`config.mk`:
```
export PLATFORM = sky130hd
export DESIGN_NAME = resampler_poly_nch
export DESIGN_NICKNAME = d
export VERILOG_FILES = /design/src/rtl/resampler_poly_nch.sv
export SDC_FILE = /design/constraint.sdc
export NUM_CORES = 1
export LEC_CHECK = 0
export ABC_AREA = 1
export CAP_MARGIN = 20
export CORE_UTILIZATION = 54
export CTS_CLUSTER_DIAMETER = 30
export CTS_CLUSTER_SIZE = 30
export DETAILED_ROUTE_END_ITERATION = 6
export PLACE_DENSITY_LB_ADDON = 0.12
export SYNTH_ARGS = -nofsm -noshare
export SYNTH_HDL_FRONTEND = slang
export SYNTH_SLANG_ARGS = --single-unit
```
`constraint.sdc`:
```
create_clock -name clk -period 2.8 [get_ports clk]
set_clock_uncertainty 0.05 [all_clocks]
set_input_delay 0.7 -clock clk [delete_from_list [all_inputs] [get_ports clk]]
set_output_delay 0.7 -clock clk [all_outputs]
set_load 0.03 [all_outputs]
```
`src/rtl/resampler_poly_nch.sv`:
```
// -----------------------------------------------------------------------------
// resampler_poly_nch
//   Polyphase FIR resampler, NUM_CH channels time-multiplexed through one
//   shared external pipelined multiplier and one coefficient bank. Each output
//   request (pop_i) produces one frame: NUM_CH samples, channel 0 first, each
//   a TAPS-long dot product of ringbuf samples against the current phase's
//   coefficients. After the frame, the phase accumulator advances by DECIM and
//   pops the ringbufs once per NUM_PHASE wrap.
//
// Ports
//   clk, rst         clock, asynchronous active-low reset
//   bank_addr_o      {phase, tap} coefficient address
//   bank_data_i      coefficient, one cycle after bank_addr_o
//   mpready_i        multiplier ready; checked only before each dot product
//   mpcand_o         sample operand to the multiplier (0 when idle)
//   mplier_o         coefficient operand to the multiplier (0 when idle)
//   mprod_i          full-precision product, MULT_LATENCY after operands
//   rb_ch_o          ringbuf channel select
//   offset_o         ringbuf tap offset
//   data_i           ringbuf sample, one cycle after offset_o/rb_ch_o
//   pop_o            one-cycle pulse, advance all ringbufs by one sample
//   pop_i            request the next output frame
//   data_o, ch_o     output sample and its channel, valid with ack_o
//   ack_o            one-cycle pulse per output sample
//   busy_o           high whenever not idle
//   overrun_o        sticky: a request arrived with one already pending
// -----------------------------------------------------------------------------
module resampler_poly_nch #(
  parameter int NUM_CH         = 2,
  parameter int NUM_CH_LOG2    = 1,
  parameter int DATA_W         = 24,
  parameter int COEF_W         = 16,
  parameter int TAPS           = 32,
  parameter int TAPS_LOG2      = 5,
  parameter int NUM_PHASE      = 2,
  parameter int NUM_PHASE_LOG2 = 1,
  parameter int DECIM          = 1,
  parameter int MULT_LATENCY   = 4,
  parameter int ACC_GUARD      = 6
) (
  input  logic                                clk,
  input  logic                                rst,
  output logic [NUM_PHASE_LOG2+TAPS_LOG2-1:0] bank_addr_o,
  input  logic [COEF_W-1:0]                   bank_data_i,
  input  logic                                mpready_i,
  output logic [DATA_W-1:0]                   mpcand_o,
  output logic [COEF_W-1:0]                   mplier_o,
  input  logic [DATA_W+COEF_W-1:0]            mprod_i,
  output logic [NUM_CH_LOG2-1:0]              rb_ch_o,
  output logic [TAPS_LOG2-1:0]                offset_o,
  input  logic [DATA_W-1:0]                   data_i,
  output logic                                pop_o,
  input  logic                                pop_i,
  output logic [DATA_W-1:0]                   data_o,
  output logic [NUM_CH_LOG2-1:0]              ch_o,
  output logic                                ack_o,
  output logic                                busy_o,
  output logic                                overrun_o
);

  localparam int PROD_W = DATA_W + COEF_W;
  localparam int ACC_W  = PROD_W + ACC_GUARD;
  // phase + DECIM stays below 5*NUM_PHASE <= 5*2^NUM_PHASE_LOG2
  localparam int PACC_W = NUM_PHASE_LOG2 + 3;

  // Rounding constant 2^(COEF_W-2) and saturation bounds, all ACC_W wide
  localparam logic signed [ACC_W-1:0] RND =
    {{(ACC_W-COEF_W+1){1'b0}}, 1'b1, {(COEF_W-2){1'b0}}};
  localparam logic signed [ACC_W-1:0] SAT_HI =
    {{(ACC_W-DATA_W+1){1'b0}}, {(DATA_W-1){1'b1}}};
  localparam logic signed [ACC_W-1:0] SAT_LO =
    {{(ACC_W-DATA_W+1){1'b1}}, {(DATA_W-1){1'b0}}};

  typedef enum logic [2:0] {
    S_IDLE, S_WAIT_MP, S_ISSUE, S_DRAIN, S_ROUND, S_ADVANCE
  } state_t;

  state_t                     state;
  logic [NUM_PHASE_LOG2-1:0]  phase;
  logic [PACC_W-1:0]          phase_acc;
  logic [NUM_CH_LOG2-1:0]     ch;
  logic [TAPS_LOG2-1:0]       tap;
  logic signed [ACC_W-1:0]    acc;
  logic                       pending;

  // iss_d1: ringbuf/bank data for an issued tap is on the inputs this cycle.
  // vld_pipe[0]: operands on mpcand_o/mplier_o; vld_pipe[MULT_LATENCY]:
  // matching product on mprod_i.
  logic                       iss_d1;
  logic [MULT_LATENCY:0]      vld_pipe;

  logic signed [ACC_W-1:0]    acc_rnd;
  logic signed [ACC_W-1:0]    acc_sh;
  logic [DATA_W-1:0]          rnd_sat;
  logic                       drain_done;

  assign bank_addr_o = {phase, tap};
  assign offset_o    = tap;
  assign rb_ch_o     = ch;
  assign busy_o      = (state != S_IDLE);

  // Only the final product can still be in flight; acc absorbs it on the
  // same edge that moves us into ROUND, so ROUND sees the finished sum.
  assign drain_done = ~|{iss_d1, vld_pipe[MULT_LATENCY-1:0]};

  always_comb begin
    acc_rnd = acc + RND;
    acc_sh  = acc_rnd >>> (COEF_W - 1);
    rnd_sat = acc_sh[DATA_W-1:0];
    if (acc_sh > SAT_HI)      rnd_sat = SAT_HI[DATA_W-1:0];
    else if (acc_sh < SAT_LO) rnd_sat = SAT_LO[DATA_W-1:0];
  end

  // Operand path and validity pipeline. The block never stalls: once ISSUE
  // starts, mpready_i is not consulted until the next dot product.
  always_ff @(posedge clk or negedge rst) begin
    if (!rst) begin
      iss_d1   <= 1'b0;
      vld_pipe <= '0;
      mpcand_o <= '0;
      mplier_o <= '0;
    end else begin
      iss_d1   <= (state == S_ISSUE);
      vld_pipe <= {vld_pipe[MULT_LATENCY-1:0], iss_d1};
      mpcand_o <= iss_d1 ? data_i      : '0;
      mplier_o <= iss_d1 ? bank_data_i : '0;
    end
  end

  always_ff @(posedge clk or negedge rst) begin
    if (!rst) begin
      state     <= S_IDLE;
      phase     <= '0;
      phase_acc <= '0;
      ch        <= '0;
      tap       <= '0;
      acc       <= '0;
      pending   <= 1'b0;
      overrun_o <= 1'b0;
      data_o    <= '0;
      ch_o      <= '0;
      ack_o     <= 1'b0;
      pop_o     <= 1'b0;
    end else begin
      ack_o <= 1'b0;
      pop_o <= 1'b0;

      if (vld_pipe[MULT_LATENCY])
        acc <= acc + {{ACC_GUARD{mprod_i[PROD_W-1]}}, mprod_i};

      // One-deep request queue while busy
      if (state != S_IDLE && pop_i) begin
        if (pending) overrun_o <= 1'b1;
        else         pending   <= 1'b1;
      end

      case (state)
        S_IDLE: begin
          if (pending || pop_i) begin
            state   <= S_WAIT_MP;
            ch      <= '0;
            // A fresh pop_i alongside a queued one stays queued
            pending <= pending && pop_i;
          end
        end
        S_WAIT_MP: begin
          acc <= '0;
          tap <= '0;
          if (mpready_i) state <= S_ISSUE;
        end
        S_ISSUE: begin
          if (tap == TAPS_LOG2'(TAPS - 1)) begin
            tap   <= '0;
            state <= S_DRAIN;
          end else begin
            tap <= tap + TAPS_LOG2'(1);
          end
        end
        S_DRAIN: begin
          if (drain_done) state <= S_ROUND;
        end
        S_ROUND: begin
          data_o <= rnd_sat;
          ch_o   <= ch;
          ack_o  <= 1'b1;
          if (ch != NUM_CH_LOG2'(NUM_CH - 1)) begin
            ch    <= ch + NUM_CH_LOG2'(1);
            state <= S_WAIT_MP;
          end else begin
            phase_acc <= PACC_W'(phase) + PACC_W'(DECIM);
            state     <= S_ADVANCE;
          end
        end
        S_ADVANCE: begin
          // One ringbuf pop per cycle for every NUM_PHASE wrap
          if (phase_acc >= PACC_W'(NUM_PHASE)) begin
            pop_o     <= 1'b1;
            phase_acc <= phase_acc - PACC_W'(NUM_PHASE);
          end else begin
            phase <= phase_acc[NUM_PHASE_LOG2-1:0];
            state <= S_IDLE;
          end
        end
        default: state <= S_IDLE;
      endcase
    end
  end

endmodule

```
# [Word level (Yosys, flattened, before mapping)]
# Cells that the tools add are included.
[totals] elab_cells=81 regBits=135 output_inout_bits=81
[classes] bitwise_logic=1 n_reduce_logical=15 n_lt_le_gt_ge=3 eq_ne=13 n_addsub=6 muxes=27
[op_table] op="$mux W46" n=2
[op_table] op="$mux W24" n=3
[op_table] op="$add A46 B16 Y46 const B" n=1
[op_table] op="$add A46 B46 Y46" n=1
[op_table] op="$gt A31 B24 Y1 const B" n=1
[op_table] op="$lt A31 B24 Y1 const B" n=1
[op_table] op="$mux W3" n=6
[op_table] op="$pmux W3 S6" n=1
[op_table] op="$mux W16" n=1
[op_table] op="$ne A2 B2 Y1 const B" n=6
[op_table] op="$pmux W5 S2" n=1
[op_table] op="$mux W1" n=8
[op_table] op="$mux W4" n=2
[op_table] op="$pmux W4 S2" n=1
[op_table] op="$reduce_bool A2 Y1" n=4
[op_table] op="$eq A3 B2 Y1 const B" n=2
[op_table] op="$eq A3 B3 Y1 const B" n=2
[op_table] op="$reduce_and A2 Y1" n=3
[op_table] op="$add A5 B1 Y5 const B" n=1
[op_table] op="$eq A5 B5 Y1 const B" n=1
[op_table] op="$mux W5" n=1
[op_table] op="$reduce_and A5 Y1" n=1
[op_table] op="$reduce_or A5 Y1" n=1
[op_table] op="$ge A4 B2 Y1 const B" n=1
[op_table] op="12 further kinds" n=13

# [Longest topological paths before layout]
# Gate-level depths: netlist of run 1.
[logic_depth] word_depth=5 depth_mapped=17 mapped_depth_nobuf=17

# [Least setup slack after synthesis of run 1]
# OpenSTA, ideal clock, no wires.
[synth_timing] path_kind="in2reg" startpoint="input mprod_i[0]" endpoint="register acc[32]" setup_slack_ns=0.316 path_buffers=0 cell_stages=17 required_ns=2.632 arrival_time_ns=2.316 cell_sequence="ha_1 -> inv_1 -> fa_1 -> inv_1 -> nand3_1 -> nand2_1 -> nand2_1 -> nand3_1 -> nand3_1 -> nand2_1 -> nand2_1 -> nand2_1 -> nand2_1 -> nand2_1 -> nand2_1 -> nand3_1 -> nand2_1"
[synth_via] elab_chain_cells=3
[synth_rtl] element="start, declared" line_no="48" source="input logic [DATA_W+COEF_W-1:0] mprod_i,"
[synth_rtl] element="$add A46 B46 Y46" line_no="149" source="acc <= acc + {{ACC_GUARD{mprod_i[PROD_W-1]}}, mprod_i};"
[synth_rtl] element="$mux W46" line_no="148" source="if (vld_pipe[MULT_LATENCY])"
[synth_rtl] element="$mux W46" line_no="157" source="case (state)"
[synth_rtl] element="end signal, assigned" line_no="149"
[synth_rtl] element="end, declared" line_no="83" source="logic signed [ACC_W-1:0] acc;"
# Every way passes these cells. The select of a mux whose other input is x is not followed.
# A chain may end at the register's enable or synchronous reset.

# [Final worst setup path of run 1]
[layout_timing] startpoint="input mprod_i[0]" endpoint="register acc[40]"
# The elaborated chain is that of the path after synthesis.

==> impl_metrics.toml, run 1 <==
[route]
wl_per_cell_um = 15.8
routed_wl_um = 29200
wl_met2_um = 13700
drt-initial-drc-count = 590
detail_route.vias_per_cell = 5.31
dr.pass1.iters = 6
met3_length_um = 2260
drc = 0
antenna_left = 0
vias = 9831
met1_length_um = 12100
top_layer = "met4"

[critical_path]
critPathRequiredTime_ns = 3.07
crit_path_top_delay_cell = "clkdlybuf4s50_1"
crit_chain = "clkdlybuf4s50_1 > ha_1 > inv_1 > fa_2 > inv_1 > nand3_1 > nand2_2 > nand2_1 > nand3_2 > nand3_1 > nand2_1 > nand2_1 > nand2_2 > nand2_1 > nand2_1 > nand2_1 > nand3_1 > nand2_1"
path_class = "in -> reg"
crit_path_max_fanout = 4
cp_slowest_stage_delay_ns = 0.46
startpoint_type = "input port"
crit_top_cell = "nand2_1"
critPathCaptureType = "flop"
arrival_ns = 2.93

[power_and_ir_drop]
power_w = 0.0117
ir_drop_v = 0.000616
power.density_mw_per_mm2 = 949
p_leak_nw = 6.52

[grt]
grt_pass1_wl_um = 47000
grt_usage_pct = 34.5
grt_overflow = 0
grt_max_degree = 47
grt_antenna_before_repair = 0
grt_pass1_vias = 9527

[layout]
diodes = 0
multi_input_comb_area_mm2 = 0.00507
final_util_pct = 74.8
syn2layout_area_growth_pct = 35.7
drive_above_1_share_pct = 9.49
nets = 1754
fill_cells = 1327
regArea_mm2 = 0.00338

[clock_network]
clock_tree.root_cell = "clkbuf_16"
clk_pin_slew_ns = 0.08
clk_latency_ns = 0.43
cts_num_sinks = 135
clock_path_buffers = 2
cts_made_buffers = 17
htreeDepth = 4
cts_tree = "done"

[run]
max-cap-violations = 0

[floorplanning]
die_h_um = 132
coreArea_mm2 = 0.0165
rows = 47
start_util_pct = 55.2
pin_count = 165
dieArea_mm2 = 0.0174
fp.dieW_um = 132

[timing]
min_period_over_period_pct = 94.9
slew_headroom_pct = 51.9
tightest_slew_ns = 0.717
finalCriticalPeriod_ns = 2.66
drv_slew = 0
max_freq_mhz = 376
finalSetupViolCount = 0
hold_violations = 0

[yosys]
synth-seq-cells = 135
ys_top_cells_by_area = "dfrtp_1 37%, nand2_1 21%, ha_1 6.7%, nor2_1 6.4%, inv_1 6.1%"
synth-edff-count = 0
synth_most_common_cell = "nand2_1"
yosysSeqAreaShare_pct = 37.1
yosysTopAreaCellShare_pct = 37.1
synth_common_cells = "522 x nand2_1, 155 x nor2_1, 149 x inv_1"
netlist_area_mm2 = 0.00911
synth_flop_cell = "dfrtp_1"
yosys_warnings = 0
synthCells = 1360
synth_top_cell_by_area = "dfrtp_1"
async_flop_share_pct = 100
ys_types = 37
synth_nets = 1494
synth_area_per_cell_um2 = 6.70

[place]
hpwl_um = 22200
gp_congestion = 0.962
port_buffers = 164

[run_status]
status = "complete, no violations"

[min_path]
hold_path.class = "in -> async"
report_power, final:
group          internal, W  total, W  switching (W)
Combinational      0.00248   0.00633        0.00385
Sequential         0.00257   0.00307       0.000496
Clock              0.00128   0.00234        0.00105
placed cells by master (no fill, tap or decap), types with 5 or more instances in the layout:
cell type / n
inv_1: 149
o21bai_1: 5
xor2_1: 23
nand2_1: 519
nor3_1: 16
inv_8: 7
buf_4: 101
nand3b_1: 10
a21oi_1: 81
a21o_1: 8
clkdlybuf4s50_1: 162
clkbuf_16: 17
o22ai_1: 7
ha_1: 47
dfrtp_1: 135
o21ai_0: 80
nand3_1: 49
nand4_1: 8
nand2_2: 6
nor2_1: 155
path summary, 6_finish.rpt:
path,depth (start not counted),slack [ns],from,endpoint
worst max-delay path,18,0.14,mprod_i[0],acc[40]$_DFFE_PN0P_
worst min-delay path,1,0.17,rst,acc[41]$_DFFE_PN0P_
worst max register to register,14,0.35,acc[15]$_DFFE_PN0P_,data_o[8]$_DFFE_PN0P_
worst min register to register,0,0.33,vld_pipe[0]$_DFF_PN0_,vld_pipe[1]$_DFF_PN0_
max in group asynchronous,2,1.85,rst,acc[21]$_DFFE_PN0P_
min in group clk,0,0.33,vld_pipe[0]$_DFF_PN0_,vld_pipe[1]$_DFF_PN0_
logic make-up (layout without fill, tap and decap cells):
family,after synthesis,in the layout,share of synthesized area [%]
and+or+nand+nor,778,778,34.2
AOI/OAI and AO/OA,194,194,11.4
buffers and inverters,178,451,7.83
DFF,135,135,37.1
adders and majority gates,50,50,6.95
xor gates and xnor gates,25,25,2.48
state kept, by name, summed over array words and instances, names as in the netlist:
| name | count |
|---|---|
| vld_pipe | 5 |
| phase | 1 |
| acc | 46 |
| offset_o | 5 |
| ack_o | 1 |
| pop_o | 1 |
| iss_d1 | 1 |
| mpcand_o | 24 |
| pending | 1 |
| phase_acc | 4 |
| rb_ch_o | 1 |
| mplier_o | 16 |
| state | 3 |
| overrun_o | 1 |
| ch_o | 1 |
| data_o | 24 |
worst max-delay path, delay by kind of cell:
family,cells,cell delay [ns]
buffers and inverters,3,0.64
adder cells (fa/ha/maj),2,0.51
AND/OR/NAND/NOR,13,1.07
area by class of cell:
cell class / count / share of cell area (%)
Multi-Input combinational cell: 1047 / 41.0
Sequential cell: 135 / 27.3
Timing Repair Buffer: 268 / 20.0
Inverter: 151 / 4.58
Clock buffer: 17 / 3.44
Tap cell: 220 / 2.23
Clock inverter: 15 / 1.48
through the flow:
| stage | hold slack, ns | area [µm²] | worst slack, ns | std cells | TNS [ns] |
|---|---|---|---|---|---|
| after floorplan | 0.302 | 9110 | 0.316 | 1360 | 0 |
| after global placement | 0.306 | 11700 | -0.272 | 1820 | -4.70 |
| after detailed placement | 0.314 | 11700 | -0.353 | 1820 | -6.69 |
| after CTS | 0.189 | 12300 | 0.0376 | 1852 | 0 |
| after global routing | 0.195 | 12400 | -0.0708 | 1853 | -0.172 |
| final | 0.173 | 12400 | 0.142 | 1853 | 0 |
layer usage:
layer | track usage [%] | up-vias
li1 | - | 4853
met1 | 42.2 | 4507
met2 | 57.0 | 402
met3 | 8.92 | 69
met4 | 15.9 | 0
met5 | 0 | -
repair_timing:
item,CTS,global route
buffers inserted,0,0
hold buffers,0,0
gates resized for setup,0,10
endpoints found under the setup margin,0,12
Power figures use the tool's default switching activity.
==> inputs of run 2 (changes only) <==
--- a/config.mk
+++ b/config.mk
@@ -7,6 +7,7 @@
 export LEC_CHECK = 0
 export ABC_AREA = 1
 export CAP_MARGIN = 20
+export CORE_MARGIN = 2
 export CORE_UTILIZATION = 54
 export CTS_CLUSTER_DIAMETER = 30
 export CTS_CLUSTER_SIZE = 30
==> run 2 against run 1 <==
Effect of this change: combinational power is essentially flat; first-iteration DRC count is 39% higher; sequential power hardly changed; highest routed layer unchanged.
==> impl_metrics.toml, run 2 (synthesized netlist as in run 1, its figures left out) <==
[run_status]
status = "complete, no violations"

[timing]
finalCriticalPeriod_ns = 2.66
finalSetupViolCount = 0
tightest_slew_ns = 0.721
layout_setup_ws_ns = 0.141
min_period_over_period_pct = 95.0
max_freq_mhz = 376
hold_violations = 0
grt_setup_unrepaired = "false"
fin_tns_setup_ns = 0
slew_headroom_pct = 51.7
drv_slew = 0

[floorplanning]
dieArea_mm2 = 0.0179
pin_count = 165
fp.dieW_um = 134
rows = 47
die_h_um = 134
start_util_pct = 55.2
coreArea_mm2 = 0.0165

[critical_path]
path_class = "in -> reg"
rr_startpoint = "acc[15]$_DFFE_PN0P_"
startpoint_type = "input port"
crit_path_end = "acc[21]$_DFFE_PN0P_"
crit_path_max_fanout = 4
critPathCaptureType = "flop"
reg2reg_to = "data_o[12]$_DFFE_PN0P_"
rr_worst_depth = 15
critPathRequiredTime_ns = 3.05
r2r_slack_ns = 0.29
cp-startpoint = "mprod_i[2]"
arrival_ns = 2.91

[layout]
diodes = 0
largest_reg_flops = 46
syn2layout_area_growth_pct = 35.8
reg.largest.list = "acc (46), data_o (24), mpcand_o (24)"
largest-register = "acc"
layout_commonest_cell = "nand2_1"
drive_above_1_share_pct = 9.70
nets = 1760
fill_cells = 1317
final_cell_mix = "519 x nand2_1, 163 x clkdlybuf4s50_1, 155 x nor2_1"

[power_and_ir_drop]
p_leak_nw = 6.54
ir_drop_v = 0.000597
power.density_mw_per_mm2 = 956

[clock_network]
cts_tree = "done"
htreeDepth = 4
clock_tree.root_cell = "clkbuf_16"
clk_pin_slew_ns = 0.07
cts_made_buffers = 17
ctsHoldBuffers = 0
clock_path_buffers = 2
clk_latency_ns = 0.43
cts_num_sinks = 135

[route]
routed_wl_um = 31100
drt-initial-drc-count = 823
drc = 0
dr.pass1.iters = 5
vias = 10000
wl_per_cell_um = 16.7
detail_route.vias_per_cell = 5.40
antenna_left = 0

[place]
hpwl_um = 23000
port_buffers = 164
dp_worst_setup_slack_ns = -0.391
gp_congestion = 0.962

[grt]
grt_usage_pct = 34.9
grt_pass1_wl_um = 48600
grt_pass1_vias = 9716
grt_max_degree = 58
grt_overflow = 0
grt_antenna_before_repair = 0

[min_path]
hold_path.class = "in -> async"

[run]
max-cap-violations = 0
## run 2: changes by cell type in the layout (fill, tap and decap cells not counted), sizes merged
cell / previous run / this run
buf: 105 / 111
clkdlybuf4s50: 162 / 163
clkinv: 6 / 7
clkinvlp: 2 / 0
dlymetal6s2s: 1 / 0
inv: 157 / 158
## run 2: report_power, final
part           internal [W]  total, W  switching, W  leakage, nW
registers           0.00257   0.00310      0.000522         1.78
clock network       0.00128   0.00238       0.00109        0.299
logic               0.00247   0.00636       0.00389         4.45
## run 2: how the worst min path moves through the flow
stage | cells past startpoint | to | startpoint | slack [ns]
finish | 1 | acc[37]$_DFFE_PN0P_ | rst | 0.17
global route | 1 | acc[37]$_DFFE_PN0P_ | rst | 0.22
CTS | 1 | acc[37]$_DFFE_PN0P_ | rst | 0.21
detailed placement | 0 | vld_pipe[2]$_DFF_PN0_ | vld_pipe[1]$_DFF_PN0_ | 0.31
global placement | 0 | vld_pipe[2]$_DFF_PN0_ | vld_pipe[1]$_DFF_PN0_ | 0.31
floorplan | 0 | vld_pipe[0]$_DFF_PN0_ | iss_d1$_DFF_PN0_ | 0.30
## run 2: layout make-up
| type | count | area (µm²) | area share, % |
|---|---|---|---|
| clock buffers | 17 | 425 | 3.44 |
| flip-flops and latches | 135 | 3380 | 27.3 |
| clock inverters | 15 | 179 | 1.45 |
| multi-input cells | 1047 | 5040 | 40.7 |
| inverters | 151 | 567 | 4.58 |
| well taps | 220 | 275 | 2.22 |
| repair buffers | 274 | 2510 | 20.3 |
## run 2: what timing repair did
item / 4_1_cts / 5_1_grt
resized for setup: 1 / 8
buffers inserted: 0 / 0
endpoints found under the setup margin: 1 / 19
## run 2: critical path: stages
cell and delay [ns]:
clkdlybuf4s50_1 0.40, ha_1 0.33, nand2_1 0.10, o21ai_1 0.38, inv_1 0.11, o21ai_0 0.17, buf_4 0.14, nand2_1 0.05
nand3_1 0.16, a21oi_1 0.08, o21ai_1 0.15, o21ai_0 0.12
## run 2: through the flow
stage	area (µm²)	util [%]	power, W	hold WS [ns]	std cells
after floorplan	9110	-	0.00670	0.302	1360
after global placement	11700	71.0	0.00910	0.308	1826
after detailed placement	11700	71.0	0.00923	0.313	1826
after CTS	12300	74.6	0.0117	0.206	1858
after global routing	12400	74.9	0.0125	0.224	1859
final	12400	74.9	0.0118	0.175	1859
## run 2: metal layers
| metal | up-vias | track usage, % | wire [µm] |
|---|---|---|---|
| met2 | 462 | 60.0 | 15100 |
| met1 | 4642 | 44.1 | 12800 |
| met5 | - | 0 | 0 |
| met3 | 67 | 7.26 | 2370 |
| met4 | 0 | 10.8 | 875 |
| li1 | 4860 | - | - |
==> inputs of run 3 (changes only) <==
--- a/config.mk
+++ b/config.mk
@@ -6,6 +6,7 @@
 export NUM_CORES = 1
 export LEC_CHECK = 0
 export ABC_AREA = 1
+export ABC_CLOCK_PERIOD_IN_PS = 2800
 export CAP_MARGIN = 20
 export CORE_MARGIN = 2
 export CORE_UTILIZATION = 54
==> results of run 3 <==
No change in the layout: final DEF, timing and power equal those of run 2.
==> edit 1 (settings of run 3) <==
`DATA_W`: 24 -> 28.
--- a/src/rtl/resampler_poly_nch.sv
+++ b/src/rtl/resampler_poly_nch.sv
@@ -28,7 +28,7 @@
 module resampler_poly_nch #(
   parameter int NUM_CH         = 2,
   parameter int NUM_CH_LOG2    = 1,
-  parameter int DATA_W         = 24,
+  parameter int DATA_W         = 28,
   parameter int COEF_W         = 16,
   parameter int TAPS           = 32,
   parameter int TAPS_LOG2      = 5,
Interface: changed (resized data_i, data_o, mpcand_o and mprod_i); port bits go from 165 to 181. No check against the original RTL was run, so the function may have changed too.
==> edit 1 against run 3 <==
Cell area is 13% higher; synthesized area increased by 12%; power rose by 9.0%; setup slack lost 0.045 ns; non-clock buffer count up 66; sequential cell count is 12 higher; global-route usage shrank 1.7 points; routed wire length increased by 6.0%; critical path type unchanged; largest cell class unchanged.
==> edit 1: results (changes against run 3) <==
| Metric | Value |
|---|---|
| Worst-Margin Slew | `0.896 ns (+0.175 ns)` |
| Largest regs | `acc x50, data_o x28, mpcand_o x28` |
| Initial antenna violation count | `1 (+1)` |
| DRT iter0 DRCs | `679 (-17%)` |
| Dpl cell area | `13300 µm² (+13%)` |
| Dpl cells | `2026 (+11%)` |
| Pre-Repair DR Iteration Count | `6 (+1)` |
| DP HPWL | `25700 µm (+12%)` |
| Synth Area per Inst | `6.84 µm² (+2.0%)` |
| Final setup TNS | `0 ns (unchanged)` |
| NumNets Final | `1962 (+11%)` |
| First-pass GRT wire length | `52300 µm (+7.4%)` |
| Non-Filler Instances | `2063 (+11%)` |
| Synth area leaders | `dfrtp_1 36%, nand2_1 19%, inv_1 7.0%` |
| Hold_buf cts | `0 (unchanged)` |
| Sequential area share after synthesis | `36.2% (-0.91 points)` |
| Number of global-route vias before repair | `10.8k (+11%)` |
| Status | `completed` |
| Buffers on Ports | `180 (+9.8%)` |
| Drt total wl | `33000 µm (+6.0%)` |
| Total GRT Usage | `33.1% (-1.7 points)` |
| Pin count of the biggest net entering global routing | `47 (-19%)` |
| Leakage power | `7.13 nW (+9.1%)` |
| M1 WL | `13200 µm (+2.9%)` |
| Post-CTS Resized | `3 (+2)` |
| Pre-CTS setup slack | `-0.466 ns (-0.0746 ns)` |
| Commonest cells post-synth | `511 x nand2_1, 191 x inv_1, 150 x nor2_1` |
| Delay-heaviest family, CP | `simple AND/OR/NAND/NOR gates` |
| Metal3 WL | `2380 µm (about the same)` |
| Highest routed layer | `met5` |
| Layout cell share with drive strength beyond 1 | `14.1% (+4.4 points)` |
| VDD IR max | `0.719 mV (+20%)` |
| Max stage delay on crit path | `0.50 ns (+0.10 ns)` |
| Met2 WL | `15900 µm (+5.6%)` |
| Synthesized net count | `1634 (+9.4%)` |
| Setup Buffers After CTS | `0 (unchanged)` |
| Distinct cells, synth | `44 (+19%)` |
| Root Driver | `clkbuf_16` |
| Fill cell count | `1527 (+16%)` |
| Final Wtd Congestion | `0.983 (+2.2%)` |
| Critical path arrival | `2.97 ns (+0.06 ns)` |
| Vias per inst | `5.32 (-1.4%)` |
| Fin area | `14000 µm² (+13%)` |
| Cell Int Power | `6.88 mW (+8.7%)` |
| Largest fanout on the critical path | `6 (+2)` |
edit 1: cell count changes after synthesis, sizes merged, moves of 7 or more:
cell | before | now
dfrtp | 135 | 147
inv | 149 | 191
nor2 | 157 | 165
nand3 | 51 | 62
o21bai | 5 | 12
o21ai | 81 | 96
edit 1: layout make-up:
type                            count  share of cell area (%)
Timing Repair Buffer              340                    21.7
Tap cell                          234                    2.09
Multi-Input combinational cell   1118                    40.4
Clock inverter                     15                    1.42
Clock buffer                       17                    3.03
Sequential cell                   147                    26.2
Inverter                          192                    5.14
edit 1: power by group through the flow:
stage / Combinational, mW / Clock (mW) / Sequential, mW
6_report: 7.12 / 2.41 / 3.38
5_1_grt: 7.83 / 2.51 / 3.43
4_1_cts: 6.94 / 2.42 / 3.36
3_5_place_dp: 6.87 / 0 / 3.39
3_3_place_gp: 6.74 / 0 / 3.36
2_1_floorplan: 3.43 / 0 / 3.95
edit 1: kinds of logic after synthesis:
kind of cell,after synthesis,share of synthesized area (%)
fa+ha+maj,54,6.72
xor+xnor,29,2.50
flops,147,36.2
simple gates,807,33.2
buf+inv,223,9.11
compound gates,228,12.3
edit 1: path summary, 6_finish.rpt:
check                       startpoint      endpoint  slack [ns]  cells after the start
max                        mprod_i[18]       acc[41]         0.1                     14
min reg2reg                vld_pipe[0]   vld_pipe[1]        0.36                      0
max reg2reg                    acc[18]       acc[41]        0.35                     13
min                                rst       acc[47]        0.12                      1
max in group asynchronous          rst  mpcand_o[17]        1.89                      2
min in group clk           vld_pipe[0]   vld_pipe[1]        0.36                      0
edit 1: metal layers:
| layer | vias up | GRT usage (%) |
|---|---|---|
| met5 | - | 0 |
| met4 | 2 | 15.7 |
| met3 | 94 | 8.30 |
| met2 | 408 | 57.7 |
| met1 | 5076 | 38.4 |
| li1 | 5398 | - |
==> edit 2 (config.mk and constraints of run 3) <==
Made on the original files. Make the reset (`rst`) synchronous in 2 clocked blocks. Comments in the files are not updated.
--- a/src/rtl/resampler_poly_nch.sv
+++ b/src/rtl/resampler_poly_nch.sv
@@ -113,7 +113,7 @@
 
   // Operand path and validity pipeline. The block never stalls: once ISSUE
   // starts, mpready_i is not consulted until the next dot product.
-  always_ff @(posedge clk or negedge rst) begin
+  always_ff @(posedge clk) begin
     if (!rst) begin
       iss_d1   <= 1'b0;
       vld_pipe <= '0;
@@ -127,7 +127,7 @@
     end
   end
 
-  always_ff @(posedge clk or negedge rst) begin
+  always_ff @(posedge clk) begin
     if (!rst) begin
       state     <= S_IDLE;
       phase     <= '0;
Formal check against the unedited RTL: differs if rst is asserted again (counterexample within 4 cycles, from zero or initial values and one cycle with rst low); with rst held inactive, the same outputs for 10 cycles.
==> edit 2 against run 3 <==
Sequential share of layout area decreased by 5.9 points; cell area increased by 2.1%; sequential cell count unchanged; routed wire length decreased by 4.4%; setup slack got worse by 0.0031 ns; synthesized area increased by 1.2%; highest routed layer unchanged.
Power is not compared: it rests on default switching activity, and its combinational part moved more than twofold at a synthesized area within 25%.
==> edit 2: results (changes against run 3) <==
| Metric | Value |
|---|---|
| Setup Buffers After CTS | `0 (unchanged)` |
| Synthesized net count | `1616 (+8.2%)` |
| CTS H-tree lvls | `4 (unchanged)` |
| Worst-Margin Slew | `0.600 ns (-0.120 ns)` |
| Layout cell share with drive strength beyond 1 | `12.9% (+3.2 points)` |
| Diode count | `0 (unchanged)` |
| Largest regs | `acc x46, data_o x24, mpcand_o x24` |
| Final Wtd Congestion | `1.02 (+5.6%)` |
| Pre-CTS setup slack | `-0.329 ns (+0.0622 ns)` |
| Drt total wl | `29800 µm (-4.4%)` |
| Commonest cells post-synth | `345 x nand2_1, 285 x nor2_1, 208 x inv_1` |
| NumNets Final | `1898 (+7.8%)` |
| Distinct cells, synth | `42 (+14%)` |
| Post-CTS Resized | `0 (-1)` |
| CTS Buffer Depth | `2 (unchanged)` |
| VDD IR max | `0.456 mV` |
| Total GRT Usage | `33.2% (-1.7 points)` |
| Initial antenna violation count | `0 (unchanged)` |
| Buffers on Ports | `164 (unchanged)` |
| DP HPWL | `23400 µm (+1.8%)` |
| Critical path arrival | `2.95 ns (+0.04 ns)` |
| Via count | `10.4k (+3.9%)` |
| Synth area leaders | `dfxtp_1 29%, nand2_1 14%, nor2_1 12%` |
| Clock transition at path regs | `0.06 ns` |
| CTS Buf Count | `17 (unchanged)` |
| Leakage power | `around 6.1 nW` |
| Pin count of the biggest net entering global routing | `49 (-16%)` |
| Clk_lat worst skew | `around 0.44 ns` |
| Worst Hold Class | `register to register` |
| Root Driver | `clkbuf_16` |
| Async S/R FF share, synth | `0% (-100 points)` |
| Yosys warns | `0 (unchanged)` |
| Largest fanout on the critical path | `3 (-1)` |
| First-pass GRT wire length | `47800 µm (-1.8%)` |
| DRT iter0 DRCs | `770 (-6.4%)` |
| Net Sw Frac | `between 20% and 30%` |
| Status | `completed` |
| Sequential area share after synthesis | `29.3% (-7.8 points)` |
edit 2: cell count changes after synthesis, sizes merged, moves of 5 or more:
cell	delta
o21ai	+7
dfrtp	-135
xor2	+13
nand3b	-10
inv	+60
nand4	+8
nand2	-170
a21oi	+42
dfxtp	+135
o22ai	-7
nand3	+25
nor2	+141
clkbuf	+5
edit 2: area by class of cell:
type                            count  area [µm²]
Timing Repair Buffer              299        2670
Clock inverter                     13         194
Inverter                          211         792
Sequential cell                   135        2700
Tap cell                          220         275
Fill cell                        1408        4000
Multi-Input combinational cell   1100        5570
Clock buffer                       19         433
edit 2: worst max-delay path, cell delays in order:
cell	delay [ns]
clkdlybuf4s50_1	0.43
ha_1	0.34
a21oi_1	0.28
o21ai_0	0.25
a21oi_1	0.28
o21ai_0	0.15
nand2_1	0.13
nand3_1	0.09
nand2_1	0.06
nand3_1	0.10
nand2_1	0.10
inv_1	0.03
edit 2: logic make-up (layout without fill, tap and decap cells):
| family | count (synthesis) | in the layout | synth area share, % |
|---|---|---|---|
| flops | 135 | 135 | 29.3 |
| compound gates | 238 | 238 | 14.5 |
| buf+inv | 247 | 542 | 10.7 |
| fa+ha+maj | 50 | 50 | 6.86 |
| simple gates | 771 | 771 | 34.5 |
| xor+xnor | 41 | 41 | 4.10 |
edit 2: metal layers:
layer | up-vias | track usage (%) | share of wire [%]
li1 | 5251 | - | -
met3 | 67 | 5.48 | 6.3
met4 | 0 | 10.6 | 2.4
met5 | - | 0 | 0
met1 | 4739 | 40.9 | 42
met2 | 367 | 58.9 | 49
edit 2: worst paths after layout:
check,start,endpoint,slack [ns],cells past startpoint
max reg2reg,acc[14],data_o[0],0.29,13
min reg2reg,vld_pipe[0],vld_pipe[1],0.38,2
min,vld_pipe[0],vld_pipe[1],0.38,2
max,mprod_i[22],acc[43],0.14,12
edit 2: per-stage QoR:
step	hold slack, ns	util [%]	area [µm²]	std cells	power, mW
3_5_place_dp	0.365	71.9	12000	1965	3.17
3_3_place_gp	0.361	71.9	12000	1965	3.15
6_report	0.376	75.9	12600	1997	5.57
4_1_cts	0.379	75.7	12600	1997	5.57
2_1_floorplan	0.357	-	9220	1482	2.68
5_1_grt	0.402	75.9	12600	1997	5.76
edit 2: power by group through the flow:
stage          sequential (mW)  clock, mW  combinational, mW
3_5_place_dp              2.10          0               1.07
3_3_place_gp              2.09          0               1.05
6_report                  2.06       2.43               1.09
2_1_floorplan             2.20          0              0.482
4_1_cts                   2.06       2.44               1.08
5_1_grt                   2.07       2.52               1.18
